--- src/rtl/vga_sync_rx.sv ---
// rtl/vga_sync_rx.sv - VGA sync receiver: line/frame measurement, lock tracking, pixel coordinates
// Edges are ignored on the first cycle after reset so a sync already high at release is not an edge.
module vga_sync_rx #(
  parameter int unsigned H_OFFSET = 183,
  parameter int unsigned H_ACTIVE = 799,
  parameter int unsigned V_OFFSET = 30,
  parameter int unsigned V_ACTIVE = 599,
  parameter int unsigned V_TOL    = 1
) (
  input  logic        clk,
  input  logic        rst,
  input  logic        h_sync,
  input  logic        v_sync,
  input  logic [3:0]  r,
  input  logic [3:0]  g,
  input  logic [3:0]  b,
  output logic [10:0] x,
  output logic [10:0] y,
  output logic        pix_valid,
  output logic [11:0] rgb_out,
  output logic        locked,
  output logic        frame_start,
  output logic        lock_lost,
  output logic [10:0] h_period,
  output logic [10:0] v_lines
);

  typedef enum logic [1:0] {SEARCH, MEASURE, LOCKED} state_t;

  localparam logic [10:0] CNT_MAX = 11'h7FF;
  localparam logic [10:0] H_OFF   = 11'(H_OFFSET);
  localparam logic [10:0] V_OFF   = 11'(V_OFFSET);
  localparam logic [11:0] H_LO    = 12'(H_OFFSET);
  localparam logic [11:0] H_HI    = 12'(H_OFFSET + H_ACTIVE);
  localparam logic [11:0] V_LO    = 12'(V_OFFSET);
  localparam logic [11:0] V_HI    = 12'(V_OFFSET + V_ACTIVE);
  localparam logic [11:0] V_TOLW  = 12'(V_TOL);

  state_t      state_q, state_d;
  logic        h_prev_q, v_prev_q, armed_q;
  logic [10:0] hc_q, hc_d, vc_q, vc_d;
  logic [10:0] h_period_q, h_period_d, v_lines_q, v_lines_d;
  logic [10:0] ref_h_q, ref_h_d, ref_v_q, ref_v_d;
  logic        have_ref_v_q, have_ref_v_d;
  logic [10:0] x_q, x_d, y_q, y_d;
  logic [11:0] rgb_q, rgb_d;
  logic        pix_valid_q, pix_valid_d;
  logic        frame_start_q, frame_start_d;
  logic        lock_lost_q, lock_lost_d;

  logic        h_rise, v_rise, v_len_ok, visible;
  logic [10:0] h_len;

  assign h_rise   = armed_q & h_sync & ~h_prev_q;
  assign v_rise   = armed_q & v_sync & ~v_prev_q;
  assign h_len    = hc_q + 11'd1;
  assign v_len_ok = ({1'b0, vc_q} + V_TOLW >= {1'b0, ref_v_q}) &&
                    ({1'b0, vc_q} <= {1'b0, ref_v_q} + V_TOLW);
  assign visible  = (state_q == LOCKED) &&
                    ({1'b0, hc_q} >= H_LO) && ({1'b0, hc_q} < H_HI) &&
                    ({1'b0, vc_q} >= V_LO) && ({1'b0, vc_q} < V_HI);

  always_comb begin
    hc_d       = hc_q;
    vc_d       = vc_q;
    h_period_d = h_period_q;
    v_lines_d  = v_lines_q;
    if (h_rise) begin
      hc_d       = '0;
      h_period_d = h_len;
    end else if (hc_q != CNT_MAX) begin
      hc_d = hc_q + 11'd1;
    end
    // A frame edge restarts the line count even when a line edge lands on the same cycle.
    if (v_rise) begin
      vc_d      = '0;
      v_lines_d = vc_q;
    end else if (h_rise && vc_q != CNT_MAX) begin
      vc_d = vc_q + 11'd1;
    end
  end

  always_comb begin
    state_d      = state_q;
    ref_h_d      = ref_h_q;
    ref_v_d      = ref_v_q;
    have_ref_v_d = have_ref_v_q;
    lock_lost_d  = 1'b0;
    unique case (state_q)
      SEARCH: begin
        if (v_rise) begin
          state_d      = MEASURE;
          ref_h_d      = '0;
          ref_v_d      = '0;
          have_ref_v_d = 1'b0;
        end
      end
      MEASURE: begin
        if (v_rise) begin
          ref_v_d      = vc_q;
          have_ref_v_d = 1'b1;
          if (have_ref_v_q && v_len_ok) state_d = LOCKED;
        end
        if (h_rise) begin
          if (ref_h_q == '0)          ref_h_d = h_len;
          else if (h_len != ref_h_q)  state_d = SEARCH;
        end
      end
      LOCKED: begin
        if ((h_rise && h_len != ref_h_q) || (v_rise && !v_len_ok) || hc_q == CNT_MAX) begin
          state_d     = SEARCH;
          lock_lost_d = 1'b1;
        end
      end
      default: state_d = SEARCH;
    endcase
  end

  always_comb begin
    x_d           = x_q;
    y_d           = y_q;
    rgb_d         = rgb_q;
    pix_valid_d   = visible;
    frame_start_d = v_rise;
    if (visible) begin
      x_d   = hc_q - H_OFF;
      y_d   = vc_q - V_OFF;
      rgb_d = {r, g, b};
    end
  end

  always_ff @(posedge clk) begin
    if (rst) begin
      state_q       <= SEARCH;
      h_prev_q      <= 1'b0;
      v_prev_q      <= 1'b0;
      armed_q       <= 1'b0;
      hc_q          <= '0;
      vc_q          <= '0;
      h_period_q    <= '0;
      v_lines_q     <= '0;
      ref_h_q       <= '0;
      ref_v_q       <= '0;
      have_ref_v_q  <= 1'b0;
      x_q           <= '0;
      y_q           <= '0;
      rgb_q         <= '0;
      pix_valid_q   <= 1'b0;
      frame_start_q <= 1'b0;
      lock_lost_q   <= 1'b0;
    end else begin
      state_q       <= state_d;
      h_prev_q      <= h_sync;
      v_prev_q      <= v_sync;
      armed_q       <= 1'b1;
      hc_q          <= hc_d;
      vc_q          <= vc_d;
      h_period_q    <= h_period_d;
      v_lines_q     <= v_lines_d;
      ref_h_q       <= ref_h_d;
      ref_v_q       <= ref_v_d;
      have_ref_v_q  <= have_ref_v_d;
      x_q           <= x_d;
      y_q           <= y_d;
      rgb_q         <= rgb_d;
      pix_valid_q   <= pix_valid_d;
      frame_start_q <= frame_start_d;
      lock_lost_q   <= lock_lost_d;
    end
  end

  assign x           = x_q;
  assign y           = y_q;
  assign rgb_out     = rgb_q;
  assign pix_valid   = pix_valid_q;
  assign locked      = (state_q == LOCKED);
  assign frame_start = frame_start_q;
  assign lock_lost   = lock_lost_q;
  assign h_period    = h_period_q;
  assign v_lines     = v_lines_q;

endmodule

--- config.mk ---
export PLATFORM = sky130hd
export DESIGN_NAME = vga_sync_rx
export DESIGN_NICKNAME = d
export VERILOG_FILES = /design/src/rtl/vga_sync_rx.sv
export SDC_FILE = /design/constraint.sdc
export NUM_CORES = 1
export LEC_CHECK = 0
export BUFFER_PORTS_ARGS = -buffer_cell sky130_fd_sc_hd__buf_2
export CORE_MARGIN = 1.5
export CORE_UTILIZATION = 55
export CTS_BUF_LIST = sky130_fd_sc_hd__clkbuf_16
export CTS_CLUSTER_DIAMETER = 60
export DETAILED_ROUTE_END_ITERATION = 7
export HOLD_SLACK_MARGIN = 0.08
export PLACE_DENSITY = 0.82
export SKIP_LAST_GASP = 1
export SYNTH_ARGS = -nofsm -noshare
export SYNTH_HDL_FRONTEND = slang
export SYNTH_SLANG_ARGS = --single-unit
--- constraint.sdc ---
create_clock -name clk -period 7.1 [get_ports clk]
set_input_delay 1.065 -clock clk [delete_from_list [all_inputs] [get_ports clk]]
set_output_delay 1.065 -clock clk [all_outputs]
set_load 0.02 [all_outputs]
* Word level (Yosys, flattened, before mapping)
Index checks and enable logic that the tools add are counted.
** Operators by class
- Add/sub/neg operators :: 6
- $lt $le $gt $ge :: 6
- Eq/ne operators :: 11
- Mux-type cells :: 19
- Bitwise gates (word level) :: 7
- Reductions and logical operators :: 21
** Operators by type and width (number)
- two-way mux 11 bit :: 4
- one-hot mux 11 bit (2 select lines) :: 2
- adder 11 x 1 -> 12 bit, second input constant :: 2
- adder 11 x 1 -> 11 bit, second input constant :: 2
- less-than comparator 11 x 10 -> 1 bit, second input constant :: 2
- != test 11 bit, second input constant :: 2
- two-way mux 2 bit :: 7
- >= comparator 12 x 11 -> 1 bit :: 1
- <= comparator 11 x 12 -> 1 bit :: 1
- equality test 11 bit, second input constant :: 1
- >= comparator 11 x 5 -> 1 bit, second input constant :: 1
- >= comparator 11 x 8 -> 1 bit, second input constant :: 1
- zero test 11 bit :: 1
- != test 11 bit :: 1
- subtractor 11 x 5 -> 11 bit, second input constant :: 1
- subtractor 11 x 8 -> 11 bit, second input constant :: 1
- logical AND 1 bit :: 9
- != test 2 bit, second input constant :: 4
- one-hot mux 2 bit (3 select lines) :: 1
- OR reduction 2 bit :: 3
- bitwise AND 1 bit :: 4
- two-way mux 1 bit :: 4
- AND reduction 4 bit :: 1
- inverter 1 bit :: 3
- other kinds (10) :: 11
** Storage, ports and cells
- Register bits after elaboration :: 109
- Input port bits :: 16
- Output and inout port bits :: 60
- Logic and storage cells :: 87

* Longest topological paths before layout
Gate-level depths: netlist of run 1.
- Depth after elaboration :: 10
- Depth in mapped cells :: 13

* Least setup slack after synthesis of run 1
No wires, ideal clock.
- Path kind :: flip-flop to flip-flop
- Start point :: register vc_q[1]
- End point :: register lock_lost_q (netlist: lock_lost)
- Setup time :: 0.114 ns
- Data arrival time :: 2.960 ns
- Data required time :: 6.986 ns
- Slack :: 4.026 ns
- Stages on the path, launching flop included :: 13
- Buffers on the path :: 0
- Period minus slack after synthesis :: 3.074 ns
- Cells stage by stage :: dfxtp_1 > ha_1 > nand3_1 > nor3b_1 > and3_1 > xor2_1 > ha_1 > nand3_1 > or4_1 > and4_1 > a31oi_1 > o211ai_1 > nor2b_1
** On the way
- Cells in the longest elaborated chain, start to end :: 8
- Elaborated cells between the ends (all ways) :: 9
** RTL lines
- start: declaration :: RTL line 41 : logic [10:0] hc_q, hc_d, vc_q, vc_d;
- start signal: assignment :: RTL line 157 : vc_q <= vc_d;
- adder 11 x 1 -> 12 bit :: RTL line 57 : assign v_len_ok = ({1'b0, vc_q} + V_TOLW >= {1'b0, ref_v_q}) &&
- >= comparator 12 x 11 -> 1 bit :: RTL line 57
- logical AND 1 bit (*) :: RTL line 57
- zero test 1 bit (*) :: RTL line 110 : if ((h_rise && h_len != ref_h_q) || (v_rise && !v_len_ok) || hc_q == CNT_MAX) begin
- logical AND 1 bit (*) :: RTL line 110
- logical OR 1 bit (*) (2 in series) :: RTL line 110
- two-way mux 1 bit (*) :: RTL line 110
- end signal: assignment :: RTL line 168 : lock_lost_q <= lock_lost_d;
- end: declaration :: RTL line 49 : logic lock_lost_q, lock_lost_d;
Every way passes the cells marked *; elsewhere a longest branch is shown, timed or not.
A chain may end at the register's enable or synchronous reset.

* Final worst setup path of run 1
Ends and elaborated chain as after synthesis.

==> flow_metrics.py, run 1 <==
metrics = {
    "timing": {
        "finalClockSkew_ns": 0.00655,
        "final.min_clock_period_ns": 3.65,
        "worst-slew-pin-transition_ns": 1.01,
        "final.setup.tns_ns": 0,
        "post-route-period-util_pct": 51.4,
        "slew_headroom_pct": 32.1,
        "hold_viol": 0,
        "fmaxAchievable_ghz": 0.274,
        "rsz0062_at_grt": "false",
        "setup_ws_ns": 3.45,
        "drv_slew": 0,
        "finalSetupViolations": 0,
    },
    "synthesis": {
        "ys_types": 60,
        "synth_top_area_share_pct": 39.7,
        "synth_edf_count": 0,
        "synth_area_leaders": "dfxtp_1 (40%), xnor2_1 (6.5%), ha_1 (6.4%)",
        "synth.most_common_cell": "dfxtp_1",
        "syn_inst": 643,
        "synth_area_per_cell_um2": 8.56,
        "synth_area_um2": 5500,
        "yosysWarnings": 0,
        "seq_area_frac_synth_pct": 39.7,
        "yosys_register_bits": 109,
        "synth_nets": 687,
        "synth_top_cell_by_area": "dfxtp_1",
        "synthArstFlopShare_pct": 0,
        "synth_ff_type": "dfxtp_1",
        "ys_top_cells_by_count": "dfxtp_1 (109), nor2_1 (91), nand2_1 (61)",
    },
    "pwr": {
        "fin_total_pwr_uw": 1200,
        "power.density_nw_per_um2": 195,
        "ir_worst_vdd_uv": 131,
        "power.leakage_uw": 0.00243,
    },
    "place": {
        "io_buffers": 75,
        "gp_congestion": 1.00,
        "pre_cts_slack_ns": 3.51,
        "place_area_um2": 5850,
        "dp_hpwl_um": 9610,
    },
    "routing": {
        "drt_iter0_markers": 392,
        "vias": 4773,
        "routed_wl_um": 13800,
        "wire_per_inst_um": 16.8,
        "drc_errors": 0,
        "first_pass_iters": 5,
        "ant_nets": 0,
        "via_per_inst": 5.81,
    },
    "worst_hold_path": {
        "min_path_type": "register to register",
    },
    "setup_path": {
        "cp.arrival_ns": 3.90,
        "cp_max_fo": 11,
        "startpoint_type": "register",
        "rrSetupSlack_ns": 3.45,
        "crit_required_ns": 7.35,
        "end_kind": "register",
        "path_class": "register to register",
    },
    "cts": {
        "cts_buffers": 9,
        "cts_tree": "done",
        "clk_pin_slew_ns": 0.07,
        "holdBufCountCts": 0,
        "post-cts-setup-buffers": 0,
        "clockBufferDepth": 2,
        "clkSinkCount": 109,
        "clkLatencyLatePin_ns": 0.36,
        "cts.htree.levels": 3,
        "ctsResizeCount": 0,
        "cts-root-buf": "clkbuf_16",
    },
    "finish": {
        "fillers": 846,
        "diodes": 0,
        "area_growth_pct": 11.4,
        "utilization_pct": 63.0,
        "drive_gt1_share_pct": 14.7,
        "nNetsFinal": 728,
        "postLayoutCellArea_um2": 6130,
    },
    "die": {
        "die-height_um": 103,
        "rows": 36,
        "core-area_um2": 9730,
        "num_io_pins": 76,
        "initial_core_util_pct": 56.6,
        "fp.dieW_um": 103,
        "die_area_um2": 10600,
    },
    "global_routing": {
        "grt_first_pass_wirelength_um": 22100,
        "grt.overflow.total": 0,
        "grt_usage_pct": 26.9,
        "antenna_found_initial": 0,
        "grt_max_degree": 86,
        "grt_pass1_vias": 4511,
    },
    "job": {
        "drv_cap": 0,
    },
    "outcome": {
        "status": "complete, no violations",
    },
}
==> cells by family (layout without fill, tap and decap cells) <==
group                      count (synthesis)  count (layout)  share of synthesized area (%)
and+or+nand+nor                          244             244                           21.3
AOI/OAI and AO/OA                        114             114                           13.5
DFF                                      109             109                           39.7
buffers and inverters                     68             113                           5.34
xor gates and xnor gates                  60              60                           10.2
adders and majority gates                 28              28                           6.37
muxes                                     20              20                           3.64
==> through the flow <==
stage               std cells  hold WS [ns]
floorplan                 643         0.432
CTS                       821         0.460
finish                    821         0.457
detailed placement        806         0.451
global placement          806         0.440
global route              821         0.475
==> area by class of cell <==
type / count / area [um^2] / share of cell area, %
Multi-Input combinational cell: 466 / 3030 / 49.4
Sequential cell: 109 / 2180 / 35.6
Clock buffer: 9 / 225 / 3.67
Clock inverter: 6 / 57.6 / 0.939
Inverter: 20 / 75.1 / 1.22
Tap cell: 133 / 166 / 2.71
Timing Repair Buffer: 78 / 398 / 6.49
==> critical path, stage by stage (launching register included) <==
cell and delay, ns:
dfxtp_1 0.58, ha_1 0.29, nand3_1 0.18, nor3b_1 0.48, and3_1 0.31, xor2_1 0.09
ha_1 0.30, nand3_1 0.07, or4_1 0.55, and4_1 0.21, a31oi_1 0.15, o211ai_1 0.14
nor2b_1 0.19
==> final timing paths <==
check / startpoint / cells after the start / end
setup / recovery: vc_q[1] / 12 / lock_lost
hold / removal: v_lines[9] / 2 / v_lines[9]
setup reg to reg: vc_q[1] / 12 / lock_lost
hold reg to reg: v_lines[9] / 2 / v_lines[9]
==> cell usage in the layout (no fill, tap or decap), types with 4 or more instances in the layout <==
master and instances:
nor3_1 9, a22oi_1 4, a211oi_1 26, nand4_1 5, mux2i_1 20, buf_2 75
nand2_1 61, a21oi_1 51, nand3_1 24, nor2b_1 16, nor4_1 7, xor2_1 16
dfxtp_1 109, and4_1 5, inv_1 22, xnor2_1 41, nor2_1 91, a31oi_1 4
and3_1 7, o21ai_0 4, ha_1 28, clkbuf_16 9
==> flip-flops by register name (all words and copies together), names as in the netlist <==
register and count:
ref_v_q 11, y 11, h_period 11, ref_h_q 11, v_lines 11, rgb_out 12
v_prev_q 1, lock_lost 1, vc_q 11, state_q 2, frame_start 1, hc_q 11
h_prev_q 1, have_ref_v_q 1, pix_valid 1, armed_q 1, x 11
==> per-layer routing <==
layer	wire length [um]	track usage [%]
met5	0	0
met3	1160	5.69
met4	337	12.1
met2	6170	42.2
met1	6160	35.6
==> power by group <==
part	internal (uW)	total (uW)	switching, uW
clock network	269	498	229
registers	619	629	9.95
logic	24.7	71.4	46.7
total	913	1200	285
Note: power is estimated with default switching activity, not from simulation.
==> run 2: changes to the inputs <==
- clock period: 7.1 -> 3.6 ns (I/O delays scaled with it)
==> run 2 against run 1 <==
Compared with the run above:
- utilization is 1.4 points higher
- die area unchanged
- clock-buffer cell count is the same
- sequential share of layout area shrank 0.80 points
- flip-flop and latch count stayed put
- largest cell class unchanged
- fmax up 13%
- cell count rose by 1.6%
- critical path depth stayed put
- first-iteration DRC count shrank 17%
==> flow_metrics.py, run 2 (synthesis gave the netlist of run 1 again) <==
metrics = {
    "outcome": {
        "status": "complete, no violations",
    },
    "setup_path": {
        "worstPathCellList": "ha_1 > nand3_1 > nor3b_1 > and3_1 > xor2_1 > ha_1 > nand3_1 > or4_1 > and4_1 > a31oi_1 > o211ai_1 > nor2b_1",
        "path_class": "register to register",
        "r2r_cells": 12,
        "cp_top_family": "simple AND/OR/NAND/NOR gates",
        "timing.rr.end": "lock_lost",
        "crit_required_ns": 3.85,
        "cp_max_fo": 6,
        "startpoint_type": "register",
        "cp.arrival_ns": 3.49,
        "rrSetupSlack_ns": 0.36,
        "end_kind": "register",
        "r2r_start": "vc_q[1]",
        "critPathMaxStageDelay_ns": 0.54,
        "cp_slowest_cell": "or4_1",
        "worst-path-buf-inv": 0,
    },
    "global_routing": {
        "antenna_found_initial": 0,
        "grt.overflow.total": 0,
        "grt_first_pass_wirelength_um": 21200,
        "grt_pass1_vias": 4196,
        "grt_usage_pct": 26.2,
        "grt_max_degree": 75,
    },
    "die": {
        "die_area_um2": 10600,
        "die-height_um": 103,
        "fp.dieW_um": 103,
        "initial_core_util_pct": 56.6,
        "rows": 36,
        "num_io_pins": 76,
        "core-area_um2": 9730,
    },
    "worst_hold_path": {
        "min_path_type": "primary input to register",
        "hp-start": "h_sync",
        "holdPathStages": 2,
        "hold_path_end": "h_prev_q",
    },
    "timing": {
        "final.min_clock_period_ns": 3.24,
        "fmaxAchievable_ghz": 0.309,
        "finalClockSkew_ns": 0.00892,
        "drv_slew": 0,
        "hold_viol": 0,
        "worst-slew-pin-transition_ns": 0.818,
        "rsz0062_at_grt": "false",
        "slew_headroom_pct": 45.3,
        "final.setup.tns_ns": 0,
        "post-route-period-util_pct": 89.9,
        "finalSetupViolations": 0,
    },
    "pwr": {
        "power.leakage_uw": 0.00250,
        "ir_worst_vdd_uv": 329,
        "fin_total_pwr_uw": 2460,
        "power.density_nw_per_um2": 392,
    },
    "finish": {
        "area_growth_pct": 14.0,
        "drive_gt1_share_pct": 16.4,
        "nNetsFinal": 740,
        "largest_register_ffs": 12,
        "diodes": 0,
        "final_cell_mix": "dfxtp_1 (109), nor2_1 (91), buf_2 (75)",
        "final_common_cell": "dfxtp_1",
    },
    "cts": {
        "cts.htree.levels": 3,
        "cts_buffers": 9,
        "clkLatencyLatePin_ns": 0.35,
        "holdBufCountCts": 0,
        "cts_tree": "done",
        "clkSinkCount": 109,
        "post-cts-setup-buffers": 0,
        "clockBufferDepth": 2,
        "cts-root-buf": "clkbuf_16",
        "ctsResizeCount": 0,
        "clk_pin_slew_ns": 0.07,
    },
    "routing": {
        "via_per_inst": 5.69,
        "first_pass_iters": 5,
        "drt_iter0_markers": 327,
        "vias": 4746,
        "ant_nets": 0,
        "drc_errors": 0,
        "wire_per_inst_um": 16.2,
        "routed_wl_um": 13500,
    },
    "place": {
        "gp_congestion": 0.923,
        "io_buffers": 75,
        "dp_hpwl_um": 9720,
    },
    "job": {
        "drv_cap": 0,
    },
}
==> run 2: per-layer routing <==
| metal | vias up | global-route usage [%] | part of all wire [%] |
|---|---|---|---|
| met5 | - | 0 | 0 |
| met4 | 0 | 12.0 | 2.4 |
| met3 | 22 | 4.20 | 6.9 |
| met2 | 199 | 39.4 | 44 |
| met1 | 2221 | 37.0 | 47 |
| li1 | 2304 | - | - |
==> run 2: through the flow <==
step | setup WS, ns | cell area [um^2] | instances | util, % | hold slack, ns
after detailed placement | 0.428 | 5950 | 818 | 61.2 | 0.446
after CTS | 0.410 | 6270 | 834 | 64.5 | 0.413
final | 0.362 | 6270 | 834 | 64.5 | 0.417
after floorplan | 0.526 | 5500 | 643 | - | 0.432
after global placement | 0.475 | 5950 | 818 | 61.2 | 0.439
after global routing | 0.119 | 6270 | 834 | 64.5 | 0.405
==> run 2: power breakdown <==
group	switching [uW]	internal, uW	leakage, uW
combinational	94.3	50.8	0.00147
clock	462	613	0.000153
sequential	15.8	1220	0.000881
total	572	1880	0.00250
==> run 2: worst max-delay path by stage <==
stage / from / end / slack [ns] / cells after the start
floorplan: vc_q[1] / lock_lost / 0.53 / 12
global placement: vc_q[1] / lock_lost / 0.48 / 12
detailed placement: vc_q[1] / lock_lost / 0.43 / 12
CTS: vc_q[1] / lock_lost / 0.41 / 12
global route: vc_q[1] / state_q[1] / 0.12 / 12
finish: vc_q[1] / lock_lost / 0.36 / 12
==> run 2: area by class of cell <==
| cell class | count | area [um^2] |
|---|---|---|
| clock buffer | 9 | 225 |
| clock inverter | 7 | 95.1 |
| fill | 835 | 3460 |
| inverter | 20 | 75.1 |
| multi-input combinational | 466 | 3030 |
| sequential | 109 | 2180 |
| tap | 133 | 166 |
| timing repair buffer | 90 | 500 |
